## src/rtl/word_unpacker.sv

```systemverilog
// Reads a run of MEM_WORD_SIZE-bit memory words and presents each one to a consumer as two DATA_W halves.
// Optional build macro WORD_UNPACKER_HI_FIRST_EN: when defined, the high half of each word is sent first.
module word_unpacker #(
  parameter int DATA_W        = 32,
  parameter int MEM_WORD_SIZE = 64,
  parameter int ADDR_W        = 10
) (
  input  logic                     clk_i,
  input  logic                     rst_i,
  input  logic                     start_i,
  input  logic [ADDR_W-1:0]        start_addr_i,
  input  logic [ADDR_W-1:0]        end_addr_i,
  output logic                     mem_re_o,
  output logic [ADDR_W-1:0]        mem_addr_o,
  input  logic [MEM_WORD_SIZE-1:0] mem_rdata_i,
  output logic [DATA_W-1:0]        data_o,
  output logic                     loc_o,
  output logic                     valid_o,
  input  logic                     ready_i,
  output logic                     busy_o,
  output logic                     done_o
);

  typedef enum logic [2:0] {
    S_IDLE,
    S_READ,
    S_WAIT,
    S_SEND_FIRST,
    S_SEND_SECOND,
    S_DONE
  } state_t;

`ifdef WORD_UNPACKER_HI_FIRST_EN
  localparam logic FIRST_LOC = 1'b1;
`else
  localparam logic FIRST_LOC = 1'b0;
`endif

  state_t                   r_state;
  logic [ADDR_W-1:0]        r_cur_addr;
  logic [ADDR_W-1:0]        r_last_addr;
  logic [MEM_WORD_SIZE-1:0] r_word;
  logic                     r_mem_re;
  logic [ADDR_W-1:0]        r_mem_addr;
  logic [DATA_W-1:0]        r_data;
  logic                     r_loc;
  logic                     r_valid;
  logic                     r_done;

  logic [ADDR_W-1:0]        w_next_addr;

  function automatic logic [DATA_W-1:0] half_sel(input logic [MEM_WORD_SIZE-1:0] word,
                                                 input logic                     loc);
    return loc ? word[MEM_WORD_SIZE-1:DATA_W] : word[DATA_W-1:0];
  endfunction

  // Plain binary add wraps through the top address, so runs with start > end need no special case.
  assign w_next_addr = r_cur_addr + 1'b1;

  always_ff @(posedge clk_i or posedge rst_i) begin
    if (rst_i) begin
      r_state     <= S_IDLE;
      r_cur_addr  <= '0;
      r_last_addr <= '0;
      r_word      <= '0;
      r_mem_re    <= 1'b0;
      r_mem_addr  <= '0;
      r_data      <= '0;
      r_loc       <= 1'b0;
      r_valid     <= 1'b0;
      r_done      <= 1'b0;
    end else begin
      // NOTE: sequential state uses non-blocking assignment; the pulse outputs default low here
      // so every state only has to name the cycle in which a pulse is raised.
      r_mem_re   <= 1'b0;
      r_mem_addr <= '0;
      r_done     <= 1'b0;
      case (r_state)
        S_IDLE: begin
          if (start_i) begin
            r_cur_addr  <= start_addr_i;
            r_last_addr <= end_addr_i;
            r_mem_re    <= 1'b1;
            r_mem_addr  <= start_addr_i;
            r_state     <= S_READ;
          end
        end
        S_READ: begin
          r_state <= S_WAIT;
        end
        S_WAIT: begin
          r_word  <= mem_rdata_i;
          r_data  <= half_sel(mem_rdata_i, FIRST_LOC);
          r_loc   <= FIRST_LOC;
          r_valid <= 1'b1;
          r_state <= S_SEND_FIRST;
        end
        S_SEND_FIRST: begin
          if (ready_i) begin
            r_data  <= half_sel(r_word, ~r_loc);
            r_loc   <= ~r_loc;
            r_state <= S_SEND_SECOND;
          end
        end
        S_SEND_SECOND: begin
          if (ready_i) begin
            r_data  <= '0;
            r_loc   <= 1'b0;
            r_valid <= 1'b0;
            if (r_cur_addr == r_last_addr) begin
              r_done  <= 1'b1;
              r_state <= S_DONE;
            end else begin
              r_cur_addr <= w_next_addr;
              r_mem_re   <= 1'b1;
              r_mem_addr <= w_next_addr;
              r_state    <= S_READ;
            end
          end
        end
        S_DONE: begin
          r_state <= S_IDLE;
        end
        default: begin
          r_state <= S_IDLE;
        end
      endcase
    end
  end

  assign mem_re_o   = r_mem_re;
  assign mem_addr_o = r_mem_addr;
  assign data_o     = r_data;
  assign loc_o      = r_loc;
  assign valid_o    = r_valid;
  assign done_o     = r_done;
  assign busy_o     = (r_state != S_IDLE);

endmodule

```

## config.mk

```make
export PLATFORM = sky130hd
export DESIGN_NAME = word_unpacker
export DESIGN_NICKNAME = d
export VERILOG_FILES = /design/src/rtl/word_unpacker.sv
export SDC_FILE = /design/constraint.sdc
export NUM_CORES = 1
export LEC_CHECK = 0
export BUFFER_PORTS_ARGS = -buffer_cell sky130_fd_sc_hd__clkbuf_2
export CORE_ASPECT_RATIO = 0.6
export CORE_UTILIZATION = 41
export DETAILED_ROUTE_END_ITERATION = 7
export MAX_ROUTING_LAYER = met4
export PLACE_DENSITY = 0.62
export SYNTH_ARGS = -nofsm -noshare
export SYNTH_HDL_FRONTEND = slang
export SYNTH_SLANG_ARGS = --single-unit
```

## constraint.sdc

```tcl
create_clock -name clk_i -period 11.1 [get_ports clk_i]
set_input_delay 3.33 -clock clk_i [delete_from_list [all_inputs] [get_ports clk_i]]
set_output_delay 3.33 -clock clk_i [all_outputs]
set_load 0.02 [all_outputs]
```

=== Yosys cells after proc, flatten, opt, wreduce, memory -nomap -nowiden ===
Cells that the tools add are included.

* Memories kept: 0
* Bits in latches: 0
* Bits in read-only memories: 0
* Register bits after elaboration: 133
* RAM bits: 0
* Output and inout port bits: 47

* Mux-type cells: 28
* Multiply operators: 0
* Equality and inequality tests: 9
* Shift-type cells: 0
* Bitwise gates (word level): 1
* Reduce and logical (&&, ||, !) cells: 10
* Add/sub/neg operators: 1
* Magnitude comparators: 0
* Divide/modulo/power cells: 0

{| class="wikitable"
|+ Operators with widths
! cell !! number
|-
| 2-to-1 mux 32 bit || 3
|-
| case mux 32 bit (3 select lines) || 1
|-
| 2-to-1 mux 10 bit || 6
|-
| case mux 10 bit (2 select lines) || 2
|-
| case mux 3 bit (5 select lines) || 1
|-
| 2-to-1 mux 3 bit || 4
|-
| adder 10 x 1 -> 10 bit (second input constant) || 1
|-
| equality test 10 bit || 1
|-
| 2-to-1 mux 1 bit || 8
|-
| != test 2 bit (second input constant) || 4
|-
| equality test 3 x 2 -> 1 bit (second input constant) || 2
|-
| AND reduction 3 bit || 2
|-
| nonzero test 3 bit || 2
|-
| case mux 1 bit (2 select lines) || 2
|-
| AND reduction 2 bit || 2
|-
| AND reduction 4 bit || 1
|-
| nonzero test 2 bit || 2
|-
| equality test 3 x 1 -> 1 bit (second input constant) || 1
|-
| equality test 3 bit (second input constant) || 1
|-
| zero test 3 bit || 1
|-
| case mux 1 bit (3 select lines) || 1
|-
| NOT 1 bit || 1
|}

=== Depth between registers and ports, before layout ===
* Depth in word-level cells: 4
* Mapped depth: 7
* Mapped depth without buffers: 6

=== Worst setup path after synthesis ===
Ideal clock, no wire load.

* Path type: input to register
* Start point: in ready_i
* End point: reg r_data[16] (netlist: data_o[16])
* Stages on the path: 5
* Library setup time: 0.126 ns
* Path slack: 6.644 ns
* Data arrival time: 4.330 ns
* Data required time: 10.974 ns
* Cell sequence: nand3_1 -> and2_1 -> clkbuf_1 -> clkbuf_1 -> a221o_1

* Cells in the longest elaborated chain, start to end: 2
* Elaborated cells on any way between the ends: 3
* Those cells by class: eq/ne (2); reduce/logical (1)

{| class="wikitable"
|+ RTL lines
! item !! RTL line !! RTL
|-
| start: declaration || 19 || <nowiki>input logic ready_i,</nowiki>
|-
| != test 2 bit (no line) || n/a ||
|-
| AND reduction 3 bit (no line) (*) || n/a ||
|-
| end signal: assignment || 93 || <nowiki>r_data <= half_sel(mem_rdata_i, FIRST_LOC);</nowiki>
|-
| end signal: assignment || 100 || <nowiki>r_data <= half_sel(r_word, ~r_loc);</nowiki>
|-
| end: declaration || 45 || <nowiki>logic [DATA_W-1:0] r_data;</nowiki>
|}

Mark *: on every way between the ends. The rest lies on a longest branch, timed or not.
A chain may end at the register's enable or synchronous reset.

=== Worst setup path after layout ===
* Start point: reg r_loc (netlist: loc_o)
* End point: out loc_o

{| class="wikitable"
|+ RTL lines
! item !! RTL line !! RTL
|-
| start: declaration || 46 || <nowiki>logic r_loc;</nowiki>
|-
| start signal: assignment || 101 || <nowiki>r_loc <= ~r_loc;</nowiki>
|-
| end: declaration || 17 || <nowiki>output logic loc_o,</nowiki>
|}

No word-level cell between the ends.

==> results.sh <==
export IMPL_outcome="finished clean"
export IMPL_grt_pass1_wl_mm=23.32
export IMPL_rows=33
export IMPL_syn_mean_instance_area_um2=12.44
export IMPL_power_density_nw_per_um2=330.7
export IMPL_p_leak_nw=3.366
export IMPL_die_height_um=94.80
export IMPL_die_w_um=156.7
export IMPL_tns_ns=0
export IMPL_coreArea_um2=13830
export IMPL_min_period_over_period_pct=45.21
export IMPL_synth_fp_nets=562
export IMPL_layout_nets=690
export IMPL_fillCellCount=1190
export IMPL_cp_end_kind="primary output"
export IMPL_cts_tree="yes"
export IMPL_fmax_mhz=199.3
export IMPL_drt_iter0_drc=283
export IMPL_cp_num_buf_inv=1
export IMPL_timing_max_cap_violations=0
export IMPL_fin_skew_ns=0.01037
export IMPL_post_cts_buffers=0
export IMPL_critical_path_class="reg -> out"
export IMPL_seq_area_frac_synth_pct=56.56
export IMPL_grt_max_degree=74
export IMPL_dr_pass1_iters=5
export IMPL_overflow=0
export IMPL_rsz0062_at_grt="no"
export IMPL_arrival_ns=1.69
export IMPL_ys_ff_latch=133
export IMPL_grt_pass1_vias=4334
export IMPL_r2r_setup_slack_ns=8.71
export IMPL_cts_path_max_buffers=2
export IMPL_worstPathCellList="clkbuf_2"
export IMPL_setup_violations=0
export IMPL_worst_path_largest_cell_delay_ns=0.96
export IMPL_crit_fanout=35
export IMPL_gr_usage_all_layers_pct=21.87
export IMPL_async_flop_share_pct=100.0
export IMPL_synth_edf_count=0
export IMPL_ir_drop_mv=0.1251
export IMPL_drive_gt1_share_pct=45.11
export IMPL_die_area_um2=14850
export IMPL_root_buffer="clkbuf_16"
export IMPL_netlist_area_leader_share_pct=56.56
export IMPL_cts_sinks=133
export IMPL_place_port_buffers=134
export IMPL_synth_most_common_cell="dfrtp_1"
export IMPL_postRouteAntennaNets=0
export IMPL_synth_largest_area_cell="dfrtp_1"
export IMPL_hold_viol_final=0
export IMPL_yosysUniqueCellTypes=39
export IMPL_cts_buffers=17
export IMPL_synthesis_area_um2=5884
export IMPL_hpwl_mm=9.625
export IMPL_synthFlopType="dfrtp_1"
export IMPL_clkTransAtPathRegs_ns=0.06
export IMPL_areaGrowthSynthToFinish_pct=24.69
export IMPL_power_w=0.002427
export IMPL_cp_start_kind="flip-flop"
export IMPL_dr_total_vias=4276
export IMPL_postCtsHoldBufs=0
export IMPL_start_util_pct=42.54
export IMPL_layout_min_cycle_time_ns=5.019
export IMPL_htree_levels=4
export IMPL_antenna_found_initial=1
export IMPL_yosys_top_cells_area="dfrtp_1, mux2_2, nor2_1"
export IMPL_slew_viol_final=0
export IMPL_hp_class="reg -> reg"
export IMPL_ys_top_cells_by_count="dfrtp_1, mux2_2, nor2_1, a221oi_1, nand2_1"
export IMPL_worstMarginPinSlew_ns=1.195
export IMPL_gp_congestion=0.8388
export IMPL_slew_headroom_pct=20.36
export IMPL_clk_latency_ns=0.42
export IMPL_drcViolationCount=0
export IMPL_cts_resized_gates=0
export IMPL_synth_warnings=0
export IMPL_syn_inst=473
export IMPL_viasPerCell=5.299
export IMPL_wl_per_cell_um=17.97
export IMPL_routed_wirelength_mm=14.50
export IMPL_io_pins=135
export IMPL_critical_path_top_delay_family="flip-flops"
export IMPL_critPathRequiredTime_ns=7.77
export IMPL_worst_path_max_delay_cell="dfrtp_2"
[power breakdown]
group / switching [W] / internal [W] / total (W) / leakage [nW]
sequential: 0.000179 / 0.000722 / 0.000902 / 1.58
combinational: 0.000494 / 0.000446 / 0.000940 / 1.48
clock: 0.000213 / 0.000372 / 0.000585 / 0.303
total: 0.000887 / 0.00154 / 0.00243 / 3.37
[flip-flops by register name (all words and copies together) (netlist names)]
name         count
r_word          64
data_o          32
mem_addr_o      10
r_cur_addr      10
r_last_addr     10
r_state          3
done_o           1
loc_o            1
mem_re_o         1
valid_o          1
[placed cells by master (no fill, tap or decap), drive strengths merged]
cell type,Yosys,final
clkbuf,18,155
dfrtp,133,133
mux2,97,97
nor2,63,63
a221oi,25,25
nand2,22,22
inv,12,13
a221o,10,10
xor2,10,10
o21ai,9,9
mux2i,8,8
nand3,7,7
a21o,6,6
and3,6,6
clkinv,0,6
xnor2,5,5
a32o,5,5
and2,4,4
buf,11,4
nor3,3,3
bufinv,0,3
o211ai,2,2
a21oi,2,2
a32oi,2,2
o311ai,2,2
or3b,2,2
nor4,2,2
diode,0,1
o221a,1,1
nand4,1,1
nor3b,1,1
a211oi,1,1
a311o,1,1
a22oi,1,1
ha,1,1
clkinvlp,0,1
[final timing paths]
path / startpoint / endpoint / depth (start not counted)
max: loc_o / loc_o / 1
min: r_word[12] / r_word[12] / 1
max reg2reg: r_state[1] / r_cur_addr[6] / 4
min reg2reg: r_word[12] / r_word[12] / 1
max in group asynchronous: rst_i / loc_o / 3
min in group asynchronous: rst_i / r_word[42] / 2
[layout make-up]
type                       instances  area, µm²  area share [%]
sequential                       133       3329           45.38
multi-input combinational        299       2399           32.69
timing repair buffer             138      700.7           9.550
clock buffer                      21      470.5           6.412
tap                              192      240.2           3.274
clock inverter                    11      147.6           2.012
inverter                          12      47.55          0.6480
antenna                            1      2.502         0.03411
[routing by layer]
layer / vias up / track usage, % / routed length, µm
met1: 2151 / 30.90 / 7185
met2: 142 / 29.54 / 6141
met5: - / - / 0
met3: 15 / 7.159 / 1037
met4: 0 / 6.291 / 136
li1: 1968 / - / -
[logic make-up after synthesis]
family                     after synthesis  share of synthesized area, %
buffers and inverters                   41                         2.828
and+or+nand+nor                        111                         8.633
adders and majority gates                1                        0.2126
muxes                                  105                         19.92
DFF                                    133                         56.56
AOI/OAI and AO/OA                       67                         9.611
xor gates and xnor gates                15                         2.233
[worst register-to-register path: cells and delay by family, from the launching register on]
family           cells  cell delay [ns]
flip-flops           1             0.43
AO/OA/AOI/OAI        2             0.56
AND/OR/NAND/NOR      2             1.29
[stage by stage]
step	hold WS (ns)	instance area, µm²	cells	utilization [%]	setup slack, ns
final	0.5005	7337	807	53.04	6.081
after detailed placement	0.4907	6716	774	48.56	6.056
after CTS	0.5038	7335	806	53.03	6.043
after floorplan	0.4750	5884	473	-	4.216
after global routing	0.5127	7337	807	53.04	5.992
after global placement	0.4832	6716	774	48.56	6.091
(Power assumes the default switching activity.)
